**src/rtl/reg_file_sb.sv**
```systemverilog
// Register bank with pending-write scoreboard: 1 write port, 2 bypassed read ports, per-register busy bit.
// Array writes and locks land on the next edge; reads and bypass are combinational; no backpressure.
module reg_file_sb #(
   parameter int WIDTH   = 32,
   parameter int ADDR_W  = 4,
   parameter int ZERO_R0 = 0
) (
   input  logic                     clk,
   input  logic                     rst_n,
   input  logic                     wr_en,
   input  logic [ADDR_W-1:0]        wr_addr,
   input  logic [WIDTH-1:0]         wr_data,
   input  logic [ADDR_W-1:0]        rd_addr_a,
   output logic [WIDTH-1:0]         rd_data_a,
   output logic                     busy_a,
   input  logic [ADDR_W-1:0]        rd_addr_b,
   output logic [WIDTH-1:0]         rd_data_b,
   output logic                     busy_b,
   input  logic                     lock_en,
   input  logic [ADDR_W-1:0]        lock_addr,
   output logic                     lock_err,
   output logic [(2**ADDR_W)-1:0]   busy_vec
);

   localparam int DEPTH = 2**ADDR_W;

   logic [WIDTH-1:0] mem [DEPTH];
   logic [DEPTH-1:0] busy;
   logic [DEPTH-1:0] busy_nxt;
   logic             wr_ok;
   logic             lock_ok;
   logic             lock_err_nxt;

   assign wr_ok   = wr_en   && !((ZERO_R0 != 0) && (wr_addr   == '0));
   assign lock_ok = lock_en && !((ZERO_R0 != 0) && (lock_addr == '0));

   // Lock is applied after the write so a same-address lock wins (it is the newer event).
   always_comb begin
      busy_nxt = busy;
      if (wr_ok)
         busy_nxt[wr_addr] = 1'b0;
      if (lock_ok)
         busy_nxt[lock_addr] = 1'b1;
   end

   assign lock_err_nxt = lock_ok && busy[lock_addr] && !(wr_ok && (wr_addr == lock_addr));

   always_ff @(posedge clk or negedge rst_n) begin
      if (!rst_n) begin
         for (int i = 0; i < DEPTH; i++)
            mem[i] <= '0;
         busy     <= '0;
         lock_err <= 1'b0;
      end else begin
         if (wr_ok)
            mem[wr_addr] <= wr_data;
         busy     <= busy_nxt;
         lock_err <= lock_err_nxt;
      end
   end

   always_comb begin
      rd_data_a = mem[rd_addr_a];
      busy_a    = busy[rd_addr_a];
      if (wr_en && (wr_addr == rd_addr_a)) begin
         rd_data_a = wr_data;
         busy_a    = 1'b0;
      end
      if ((ZERO_R0 != 0) && (rd_addr_a == '0)) begin
         rd_data_a = '0;
         busy_a    = 1'b0;
      end
   end

   always_comb begin
      rd_data_b = mem[rd_addr_b];
      busy_b    = busy[rd_addr_b];
      if (wr_en && (wr_addr == rd_addr_b)) begin
         rd_data_b = wr_data;
         busy_b    = 1'b0;
      end
      if ((ZERO_R0 != 0) && (rd_addr_b == '0)) begin
         rd_data_b = '0;
         busy_b    = 1'b0;
      end
   end

   assign busy_vec = busy;

endmodule
```
**config.mk**
```make
export PLATFORM = sky130hd
export DESIGN_NAME = reg_file_sb
export DESIGN_NICKNAME = d
export VERILOG_FILES = /design/src/rtl/reg_file_sb.sv
export SDC_FILE = /design/constraint.sdc
export NUM_CORES = 1
export LEC_CHECK = 0
export BUFFER_PORTS_ARGS = -buffer_cell sky130_fd_sc_hd__buf_2
export CORE_MARGIN = 5
export CORE_UTILIZATION = 24
export DETAILED_ROUTE_END_ITERATION = 7
export PLACE_DENSITY = 0.45
export SLEW_MARGIN = 30
export SYNTH_ARGS = -nofsm -noshare
export SYNTH_HDL_FRONTEND = slang
export SYNTH_SLANG_ARGS = --single-unit
```
**constraint.sdc**
```tcl
create_clock -name clk -period 5.1 [get_ports clk]
set_clock_uncertainty 0.2 [all_clocks]
set_input_delay 0.51 -clock clk [delete_from_list [all_inputs] [get_ports clk]]
set_output_delay 0.51 -clock clk [all_outputs]
set_load 0.02 [all_outputs]
```
# Word level (Yosys, flattened, before mapping)
# Index checks and enable logic that the tools add are counted.
[word_totals]
regBits = 529
latchBits = 0
mem_bits_rw = 0
romBits = 0
output_inout_bits = 83
wordCells = 71
memories = 0
[classes]
addsub = 0
n_mul = 0
div_mod_pow = 0
magnitude_cmp = 10
n_eq_ne = 3
shift = 0
muxes = 25
bitwise = 6
reduce_logical = 9
[ops]
columns = ["op", "n"]
rows = [
  ["512-bit bitwise mux", 1],
  ["32-bit binary-select mux with 4-bit select", 2],
  ["32-bit two-way mux", 7],
  ["32-bit demux with 4-bit select", 1],
  ["16-bit two-way mux", 2],
  ["4-bit by 5-bit < comparator with 1-bit output, second input constant", 4],
  ["16-bit bitwise AND", 1],
  ["16-bit NOT", 1],
  ["16-bit OR", 1],
  ["5-bit greater-or-equal comparator, second input constant", 3],
  ["4-bit NOT with 5-bit output", 3],
  ["1-bit binary-select mux with 4-bit select", 3],
  ["4-bit == test", 3],
  ["1-bit demux with 4-bit select", 2],
  ["4-bit by 1-bit greater-or-equal comparator with 1-bit output, second input constant", 2],
  ["1-bit logical AND", 8],
  ["1-bit two-way mux", 7],
  ["5-bit by 1-bit < comparator with 1-bit output, second input constant", 1],
  ["1-bit zero test", 1],
]

# Logic depth before layout (Yosys ltp)
[logic_depth]
ltp_word = 9
ltp_mapped = 7

# Worst setup path before layout
# OpenSTA, ideal clock, no wires.
[synth_path]
path_kind = "input -> output"
start = "in rd_addr_b[1]"
end = "out rd_data_b[14]"
arrival_time_ns = 2.078
required_time_ns = 4.390
setup_slack_ns = 2.312
path_stages = 7
n_path_buf = 3
path_cell_list = "buf_2 -> buf_2 -> clkbuf_1 -> mux4_2 -> a22oi_1 -> nand2_1 -> mux2_2"
[synth_via]
elab_chain_cells = 5
word_cells_on_any_way = 7
classes_between = "1 x eq/ne; 4 x mux; 1 x bitwise; 1 x reduce/logical"
[synth_rtl]
columns = ["item", "line", "source"]
rows = [
  ["from (decl)", "16", "input logic [ADDR_W-1:0] rd_addr_b,"],
  ["4-bit NOT with 5-bit output (implied by the code)", "76", "rd_data_b = mem[rd_addr_b];"],
  ["32-bit binary-select mux with 4-bit select", "76", ""],
  ["32-bit two-way mux (implied by the code) (2 in a row)", "76", ""],
  ["32-bit two-way mux (*)", "78", "if (wr_en && (wr_addr == rd_addr_b)) begin"],
  ["to (decl)", "17", "output logic [WIDTH-1:0] rd_data_b,"],
]
# Every way passes the cells marked *; elsewhere a longest branch is shown, timed or not. The select of a mux whose other input is x is not followed.

# Worst setup path in the final report
[layout_path]
start = "in rd_addr_a[1]"
end = "out rd_data_a[2]"
[layout_via]
elab_chain_cells = 5
word_cells_on_any_way = 7
classes_between = "1 x eq/ne; 4 x mux; 1 x bitwise; 1 x reduce/logical"
[layout_rtl]
columns = ["item", "line", "source"]
rows = [
  ["from (decl)", "13", "input logic [ADDR_W-1:0] rd_addr_a,"],
  ["4-bit NOT with 5-bit output (implied by the code)", "63", "rd_data_a = mem[rd_addr_a];"],
  ["32-bit binary-select mux with 4-bit select", "63", ""],
  ["32-bit two-way mux (implied by the code) (2 in a row)", "63", ""],
  ["32-bit two-way mux (*)", "65", "if (wr_en && (wr_addr == rd_addr_a)) begin"],
  ["to (decl)", "14", "output logic [WIDTH-1:0] rd_data_a,"],
]
# Marks and branches as above.

==> reports/qor.csv <==
metric;value;unit
status;finished clean;
tightest_slew;1003;ps
post-route-drc-count;0;
start_util;0.2420;
num-fill-cells;11871;
end_kind;output pin;
synth_fp_nets;1899;
synthToLayoutAreaGrowth;15.56;%
syn_area_per_cell;15.49;um2
avgViaCountPerCell;5.019;
max-slew-margin-rel;0.3298;
async_flop_share;1.000;
crit_type;in2out;
dp_hpwl;55.23;mm
rows;126;
cap_violations;0;
hold_viol;0;
ys_seq_elements;529;
ys_types;30;
clk_pin_slew;60;ps
die_h;355.3;um
yosysSeqAreaShare;0.4627;
io_buffers;134;
startpoint_type;input pin;
layout-drive-gt1-share;0.5871;
cts_tree;yes;
synthFlopType;dfrtp_1;
htree_num_levels;2;
io_pins;135;
synth_top_area_share;0.4627;
critPathMaxFanout;56;
dr_total_vias;17595;
ctsResizeCount;0;
synthTopCellsByArea;dfrtp_1 46%, mux2_2 23%, mux4_2 20%;
clock_path_buffers;3;
yosys_warnings;0;
synthCells;1847;
gp_congestion;0.7543;
die_w;355.3;um
hold_path_class;in2reg;
worstPathArrival;2890;ps
period_minus_slack;3596;ps
final_common_cell;mux2_2;
cts_buffers;59;
syn_area;28610;um2
overflow;0;
drt-initial-drc-count;1017;
maxClockFrequency;278.1;MHz
ant_nets;0;
die_area;126200;um2
clock_latency;630;ps
timing.final.crit_share;0.7050;
fin_setup_tns;0;ps
core_area;118200;um2
most-common-layout-cells;576 x mux2_2, 529 x dfrtp_1, 260 x mux4_2, 129 x buf_2, 124 x a22oi_1;
finalSetupViolCount;0;
grt_start_max_net_pins;125;
antenna_found_initial;8;
synth_top_area_cell;dfrtp_1;
cts.sinks;529;
maxSlewViolCount;0;
leakage;13.45;nW
synth_edf_count;0;
dr.pass1.iters;4;
routed_wl;93.99;mm
cp_data_required_time;4390;ps
cts_root_buf;clkbuf_16;
grt_usage;0.1478;
p_per_area;410.6;nW/um2
final_util;0.2797;
ir_drop;0.0003162;V
grt_pass1_vias;19550;
wl_per_cell;26.81;um
fin_nets;1969;
rsz0062_at_grt;no;
grt_first_pass_wirelength;139.1;mm
[path summary, 6_finish.rpt]
| kind | startpoint | end | slack, ps | cells past startpoint |
|---|---|---|---|---|
| min in group asynchronous | rst_n | busy_vec[14] | 320 | 2 |
| worst max-delay path | rd_addr_a[1] | rd_data_a[2] | 1500 | 7 |
| worst min-delay path | lock_addr[1] | busy_vec[15] | 50 | 3 |
| worst max register to register | busy_vec[4] | lock_err | 3180 | 3 |
| worst min register to register | mem[220] | mem[220] | 310 | 1 |
| max in group asynchronous | rst_n | mem[406] | 3160 | 3 |
[logic make-up (layout without fill, tap and decap cells)]
group / after synthesis / after routing / synth area share
xor+xnor: 12 / 12 / 0.003674
other cells: 0 / 6 / 0
buf+inv: 189 / 306 / 0.03345
compound gates: 147 / 147 / 0.03708
flops: 529 / 529 / 0.4627
simple gates: 121 / 121 / 0.01985
mux: 849 / 849 / 0.4433
[state kept, by name, summed over array words and instances (netlist names)]
register and cells:
mem 512, busy_vec 16, lock_err 1
[what timing repair did]
item,in CTS,in global routing
buffers inserted,0,0
hold buffers,3,0
hold endpoints to repair,90,0
[where the power goes]
group	total, W	internal (W)	switching, W
sequential	0.00590	0.00518	0.000715
combinational	0.00338	0.00197	0.00141
clock	0.00430	0.00249	0.00180
total	0.0136	0.00964	0.00393
[synthesized netlist by cell type (all sizes together), types with 3 or more instances]
cell type	n
nor2	13
clkbuf	88
mux2	576
xnor2	3
o31ai	3
mux4	273
nand2	75
xor2	9
a22oi	124
nor2b	7
nand3b	5
buf	100
dfrtp	529
o21ai	18
nand3	4
nand2b	7
[critical path: stages]
cell and delay [ps]:
buf_6 520, buf_4 470, mux4_2 360, a22oi_1 280
nand2_1 170, mux2_2 290, buf_2 160
[layout make-up]
type	count	area, um2	area share
sequential	529	13240	0.4003
timing repair buffer	197	1389	0.04200
antenna	6	15.01	0.0004541
clock buffer	88	1777	0.05373
tap	1536	1922	0.05812
multi-input combinational	1129	14550	0.4401
inverter	1	3.754	0.0001135
clock inverter	20	168.9	0.005108
[per-layer routing]
layer	up-vias	wire, um	share of wire	GRT usage
met2	428	47090	0.50	0.2557
met5	-	21	0.00022	0
met4	4	3166	0.034	0.04885
met3	143	4361	0.046	0.02962
li1	7369	-	-	-
met1	9651	39340	0.42	0.1854
[through the flow]
step / area, um2 / cells / setup WS, ps / hold slack [ps] / power [W]
after floorplan: 28610 / 1847 / 2312 / 14.41 / 0.008273
after global routing: 33060 / 3502 / 1366 / 25.95 / 0.01428
final: 33070 / 3506 / 1504 / 48.94 / 0.01358
after CTS: 33050 / 3500 / 1477 / 2.283 / 0.01378
after detailed placement: 31070 / 3389 / 1477 / 303.4 / 0.009393
after global placement: 31050 / 3388 / 1450 / 297.4 / 0.009241
(Power assumes the default switching activity.)
